**src/rtl/pipe_pkg.sv**
```systemverilog
// Shared definitions for the pipeline stage registers: control-word layout,
// bubble construction and default datapath widths.
package pipe_pkg;

    localparam int N_DEF  = 24;
    localparam int RA_DEF = 4;

    typedef struct packed {
        logic valid;
        logic pcsrc;
        logic regwrite;
        logic memtoreg;
    } mw_ctrl_t;

    // A bubble carries no architectural side effects: nothing valid, no writes.
    function automatic mw_ctrl_t bubble_ctrl();
        mw_ctrl_t c;
        c.valid    = 1'b0;
        c.pcsrc    = 1'b0;
        c.regwrite = 1'b0;
        c.memtoreg = 1'b0;
        return c;
    endfunction

    // Side-effecting controls are qualified by the valid bit so an empty slot
    // can never write the register file or redirect the PC.
    function automatic mw_ctrl_t gate_ctrl(input logic valid, input logic pcsrc,
                                           input logic regwrite, input logic memtoreg);
        mw_ctrl_t c;
        c.valid    = valid;
        c.pcsrc    = pcsrc & valid;
        c.regwrite = regwrite & valid;
        c.memtoreg = memtoreg;
        return c;
    endfunction

endpackage

```
**src/rtl/pipe_reg_mw_sat_counter.sv**
```systemverilog
// Saturating event counter with synchronous clear and hold enable.
module sat_counter #(
    parameter int CW = 32
) (
    input  logic          clk,
    input  logic          rst_n,
    input  logic          clr,
    input  logic          inc,
    input  logic          en,
    output logic [CW-1:0] q
);

    logic [CW-1:0] r_cnt;
    logic          w_at_max;

    assign w_at_max = (r_cnt == {CW{1'b1}});
    assign q        = r_cnt;

    // Clear wins over everything; otherwise count enabled events, sticking at max.
    always_ff @(posedge clk or negedge rst_n) begin
        if (!rst_n) begin
            r_cnt <= {CW{1'b0}};
        end else if (clr) begin
            r_cnt <= {CW{1'b0}};
        end else if (en && inc && !w_at_max) begin
            r_cnt <= r_cnt + {{(CW-1){1'b0}}, 1'b1};
        end else begin
            r_cnt <= r_cnt;
        end
    end

endmodule

```
**src/rtl/pipe_reg_mw.sv**
```systemverilog
// Memory->Writeback pipeline register with stall/flush, valid bit, writeback
// result select and saturating retired/bubble performance counters.
module pipe_reg_mw
    import pipe_pkg::*;
#(
    parameter int N  = N_DEF,
    parameter int RA = RA_DEF,
    parameter int CW = 32
) (
    input  logic          clk,
    input  logic          rst_n,
    input  logic          StallW,
    input  logic          FlushW,
    input  logic          CntClr,
    input  logic          ValidM,
    input  logic          PCSrcM,
    input  logic          RegWriteM,
    input  logic          MemtoRegM,
    input  logic [N-1:0]  ReadDataM,
    input  logic [N-1:0]  ALUOutM,
    input  logic [RA-1:0] WA3M,
    output logic          ValidW,
    output logic          PCSrcW,
    output logic          RegWriteW,
    output logic          MemtoRegW,
    output logic [N-1:0]  ReadDataW,
    output logic [N-1:0]  ALUOutW,
    output logic [RA-1:0] WA3W,
    output logic [N-1:0]  ResultW,
    output logic [CW-1:0] RetiredCnt,
    output logic [CW-1:0] BubbleCnt
);

    mw_ctrl_t      r_ctrl;
    logic [N-1:0]  r_read_data;
    logic [N-1:0]  r_alu_out;
    logic [RA-1:0] r_wa3;

    logic w_cnt_en;
    logic w_ret_inc;
    logic w_bub_inc;

    // Counters advance on every edge that is not a pure stall; a flush counts
    // as a bubble even while stalled.
    assign w_cnt_en  = FlushW | ~StallW;
    assign w_ret_inc = ~FlushW & ValidM;
    assign w_bub_inc = FlushW | ~ValidM;

    // Stage register: flush inserts a bubble (data kept), stall holds, else load.
    always_ff @(posedge clk or negedge rst_n) begin
        if (!rst_n) begin
            r_ctrl      <= bubble_ctrl();
            r_read_data <= {N{1'b0}};
            r_alu_out   <= {N{1'b0}};
            r_wa3       <= {RA{1'b0}};
        end else if (FlushW) begin
            r_ctrl      <= bubble_ctrl();
            r_read_data <= r_read_data;
            r_alu_out   <= r_alu_out;
            r_wa3       <= r_wa3;
        end else if (StallW) begin
            r_ctrl      <= r_ctrl;
            r_read_data <= r_read_data;
            r_alu_out   <= r_alu_out;
            r_wa3       <= r_wa3;
        end else begin
            r_ctrl      <= gate_ctrl(ValidM, PCSrcM, RegWriteM, MemtoRegM);
            r_read_data <= ReadDataM;
            r_alu_out   <= ALUOutM;
            r_wa3       <= WA3M;
        end
    end

    assign ValidW    = r_ctrl.valid;
    assign PCSrcW    = r_ctrl.pcsrc;
    assign RegWriteW = r_ctrl.regwrite;
    assign MemtoRegW = r_ctrl.memtoreg;
    assign ReadDataW = r_read_data;
    assign ALUOutW   = r_alu_out;
    assign WA3W      = r_wa3;

    // Writeback value depends only on W-stage registers.
    assign ResultW = r_ctrl.memtoreg ? r_read_data : r_alu_out;

    sat_counter #(.CW(CW)) u_retired_cnt (
        .clk   (clk),
        .rst_n (rst_n),
        .clr   (CntClr),
        .inc   (w_ret_inc),
        .en    (w_cnt_en),
        .q     (RetiredCnt)
    );

    sat_counter #(.CW(CW)) u_bubble_cnt (
        .clk   (clk),
        .rst_n (rst_n),
        .clr   (CntClr),
        .inc   (w_bub_inc),
        .en    (w_cnt_en),
        .q     (BubbleCnt)
    );

endmodule
```
**config.mk**
```make
export PLATFORM = sky130hd
export DESIGN_NAME = pipe_reg_mw
export DESIGN_NICKNAME = d
export VERILOG_FILES = /design/src/rtl/pipe_pkg.sv /design/src/rtl/pipe_reg_mw_sat_counter.sv /design/src/rtl/pipe_reg_mw.sv
export SDC_FILE = /design/constraint.sdc
export NUM_CORES = 1
export LEC_CHECK = 0
export ABC_AREA = 1
export BUFFER_PORTS_ARGS = -buffer_cell sky130_fd_sc_hd__clkbuf_2
export CORE_MARGIN = 4
export CORE_UTILIZATION = 40
export CTS_CLUSTER_DIAMETER = 80
export DETAILED_ROUTE_END_ITERATION = 8
export HOLD_SLACK_MARGIN = 0.12
export PLACE_DENSITY = 0.67
export SLEW_MARGIN = 10
export SYNTH_ARGS = -nofsm -noshare
export SYNTH_HDL_FRONTEND = slang
export SYNTH_SLANG_ARGS = --single-unit
export TNS_END_PERCENT = 10
```
**constraint.sdc**
```tcl
create_clock -name clk -period 2.3 [get_ports clk]
set_clock_uncertainty 0.2 [all_clocks]
set_input_delay 0.23 -clock clk [delete_from_list [all_inputs] [get_ports clk]]
set_output_delay 0.23 -clock clk [all_outputs]
set_load 0.01 [all_outputs]
```
==> flow_metrics.env <==
export IMPL_status="finished, final reports clean"
export IMPL_syn_to_final_growth_pct=39.5
export IMPL_rsz0062_at_grt="no"
export IMPL_netlist_area_mm2=0.00674
export IMPL_cts_buffers=17
export IMPL_fmax_mhz=470
export IMPL_power_mw=6.07
export IMPL_clkSinkCount=120
export IMPL_worst_slew_pin_transition_ps=741
export IMPL_crit_arrival_ps=1700
export IMPL_worstPathCellList="buf_4 > nand2_1 > o21ai_0 > clkbuf_2"
export IMPL_final_hold_violation_count=0
export IMPL_hold_class="in2reg"
export IMPL_synth_top_family_by_area="simple AND/OR/NAND/NOR gates"
export IMPL_period_share=0.924
export IMPL_die_y_um=138
export IMPL_drive_above_1_share=0.227
export IMPL_slew_viol_final=0
export IMPL_synth_ff_type="dfrtp_1"
export IMPL_fin_cells=1500
export IMPL_grt_max_degree=78
export IMPL_synthXorXnorAreaFrac=0.0195
export IMPL_track_usage=0.227
export IMPL_cts_tree="yes"
export IMPL_synth_seq_cells=120
export IMPL_synthesis_nets=1047
export IMPL_slowest_delay_ps=590
export IMPL_syn_inst=984
export IMPL_antenna_found_initial=0
export IMPL_min_to="u_bubble_cnt.q[24]"
export IMPL_finalSetupViolations=0
export IMPL_yosys_area_share_simple=0.391
export IMPL_cts_setup_buffers=0
export IMPL_nets=1330
export IMPL_min_period_ps=2130
export IMPL_drt_initial_drc_count=419
export IMPL_fill_cells=1550
export IMPL_p_leak_nw=4.76
export IMPL_ios=205
export IMPL_vdd_drop_max_mv=0.466
export IMPL_gp_congestion=0.881
export IMPL_async_flop_share=1.00
export IMPL_synth_edf_count=0
export IMPL_dp_worst_setup_slack_ps=191
export IMPL_dieArea_mm2=0.0190
export IMPL_r2r_cells=11
export IMPL_wl_per_cell_um=14.7
export IMPL_endpoint_kind="output pin"
export IMPL_setup_tns_ps=0
export IMPL_post_dp_hpwl_um=15300
export IMPL_wl_um=22100
export IMPL_initial_core_util=0.408
export IMPL_final_util=0.569
export IMPL_slew_headroom=0.506
export IMPL_holdPathStages=6
export IMPL_seq_area_frac_synth=0.446
export IMPL_die_w_um=138
export IMPL_synthMuxAreaShare=0
export IMPL_insertedDiodeCount=0
export IMPL_startpoint_type="flop"
export IMPL_yosysUniqueCellTypes=31
export IMPL_synth_compound_gate_area_share=0.0663
export IMPL_h_tree_depth=4
export IMPL_r2r_end="u_retired_cnt.q[9]"
export IMPL_io_buffers=204
export IMPL_overflow=0
export IMPL_dp_cells=1404
export IMPL_required_ps=1870
export IMPL_via_count=7370
export IMPL_grt_pass1_wl_um=34100
export IMPL_grt_pass1_vias=6753
export IMPL_vias_per_cell=4.91
export IMPL_worst_slack_ps=175
export IMPL_clk_pin_slew_ps=60
export IMPL_ys_warnings_count=0
export IMPL_root_buffer="clkbuf_16"
export IMPL_worstHoldStart="ValidM"
export IMPL_std_cell_rows=47
export IMPL_postRouteAntennaNets=0
export IMPL_syn_area_per_cell_um2=6.85
export IMPL_clock_latency_ps=410
export IMPL_slowest_stage="dfrtp_1"
export IMPL_r2r_start="u_retired_cnt.q[1]"
export IMPL_drcViolationCount=0
export IMPL_max_cap_viol_count=0
export IMPL_core_area_mm2=0.0165
export IMPL_critPathKind="reg2out"
export IMPL_power_density_mw_per_mm2=645
export IMPL_firstDrtPassIters=5
export IMPL_synthAdderAreaFrac=0.00371
export IMPL_clock_path_buffers=2
export IMPL_r2r_slack_ps=210
export IMPL_crit_fanout=22
[kinds of logic after synthesis]
family,after synthesis
fa+ha+maj,2
simple gates,643
buf+inv,120
xor+xnor,15
flops,120
compound gates,84
[worst max path at each step]
stage               slack (ps)  cells past startpoint              start                 end
floorplan                  400                     11  u_bubble_cnt.q[1]  u_bubble_cnt.q[22]
global placement           240                     11  u_bubble_cnt.q[1]  u_bubble_cnt.q[29]
detailed placement         190                     11  u_bubble_cnt.q[1]  u_bubble_cnt.q[31]
CTS                        190                     11  u_bubble_cnt.q[1]  u_bubble_cnt.q[31]
global route                20                     11  u_bubble_cnt.q[1]  u_bubble_cnt.q[23]
finish                     170                      4          MemtoRegW         ResultW[13]
[layer usage]
layer / global-route usage / vias to the layer above / wire (um)
met5: 0 / - / 0
met4: 0.0615 / 0 / 228
met1: 0.291 / 3455 / 9690
li1: - / 3642 / -
met3: 0.0457 / 17 / 1560
met2: 0.389 / 256 / 10600
[stage by stage]
step,hold slack (ps),cell area (um^2)
floorplan,-266,6740
global placement,48.3,8120
finish,137,9400
CTS,138,9400
global route,191,9400
detailed placement,49.5,8120
[sequential cells by signal, summed over array words and instances (netlist names)]
| signal | flops |
|---|---|
| ValidW | 1 |
| PCSrcW | 1 |
| u_retired_cnt.q | 32 |
| ReadDataW | 24 |
| MemtoRegW | 1 |
| WA3W | 4 |
| RegWriteW | 1 |
| ALUOutW | 24 |
| u_bubble_cnt.q | 32 |
[worst max-delay path: cells and delay by family (launching register included)]
kind	cells	cell delay [ps]
compound gates	1	110
simple gates	1	90
flops	1	590
buf+inv	2	500
[report_power, final]
part	internal, mW	switching [mW]
clock	1.84	1.08
combinational	0.331	0.487
sequential	2.24	0.0934
[Yosys cell counts (7+ instances only)]
library cell | instances | area [um^2]
a21oi_1 | 10 | 50.1
buf_1 | 7 | 26.3
buf_2 | 7 | 35.0
clkbuf_1 | 15 | 56.3
dfrtp_1 | 120 | 3000
inv_1 | 83 | 312
nand2_1 | 426 | 1600
nand3_1 | 54 | 270
nand4_1 | 20 | 125
nor2_1 | 115 | 432
nor2_2 | 8 | 50.1
o21ai_0 | 54 | 270
o21ai_1 | 12 | 60.1
xor2_1 | 9 | 78.8
[repair_timing]
item,4_1_cts,5_1_grt
hold buffers,64,0
endpoints found under the hold margin,176,0
endpoints found under the setup margin,0,14
gates resized for setup,0,1
[cell usage in the layout (no fill, tap or decap), types with 20 or more instances in the layout]
| master | n |
|---|---|
| nand3_1 | 54 |
| nor2_1 | 115 |
| nand4_1 | 20 |
| dfrtp_1 | 120 |
| o21ai_0 | 54 |
| dlygate4sd3_1 | 64 |
| nand2_1 | 426 |
| inv_1 | 82 |
| clkbuf_2 | 203 |
| buf_4 | 28 |
[final cells by class]
| class | instances | area [um^2] | area share |
|---|---|---|---|
| clock inverters | 15 | 215 | 0.0229 |
| multi-input cells | 744 | 3240 | 0.345 |
| clock buffers | 17 | 425 | 0.0452 |
| inverters | 87 | 334 | 0.0355 |
| flip-flops and latches | 120 | 3000 | 0.319 |
| well taps | 220 | 275 | 0.0293 |
| repair buffers | 297 | 1910 | 0.203 |
Note: power is estimated with default switching activity, not from simulation.
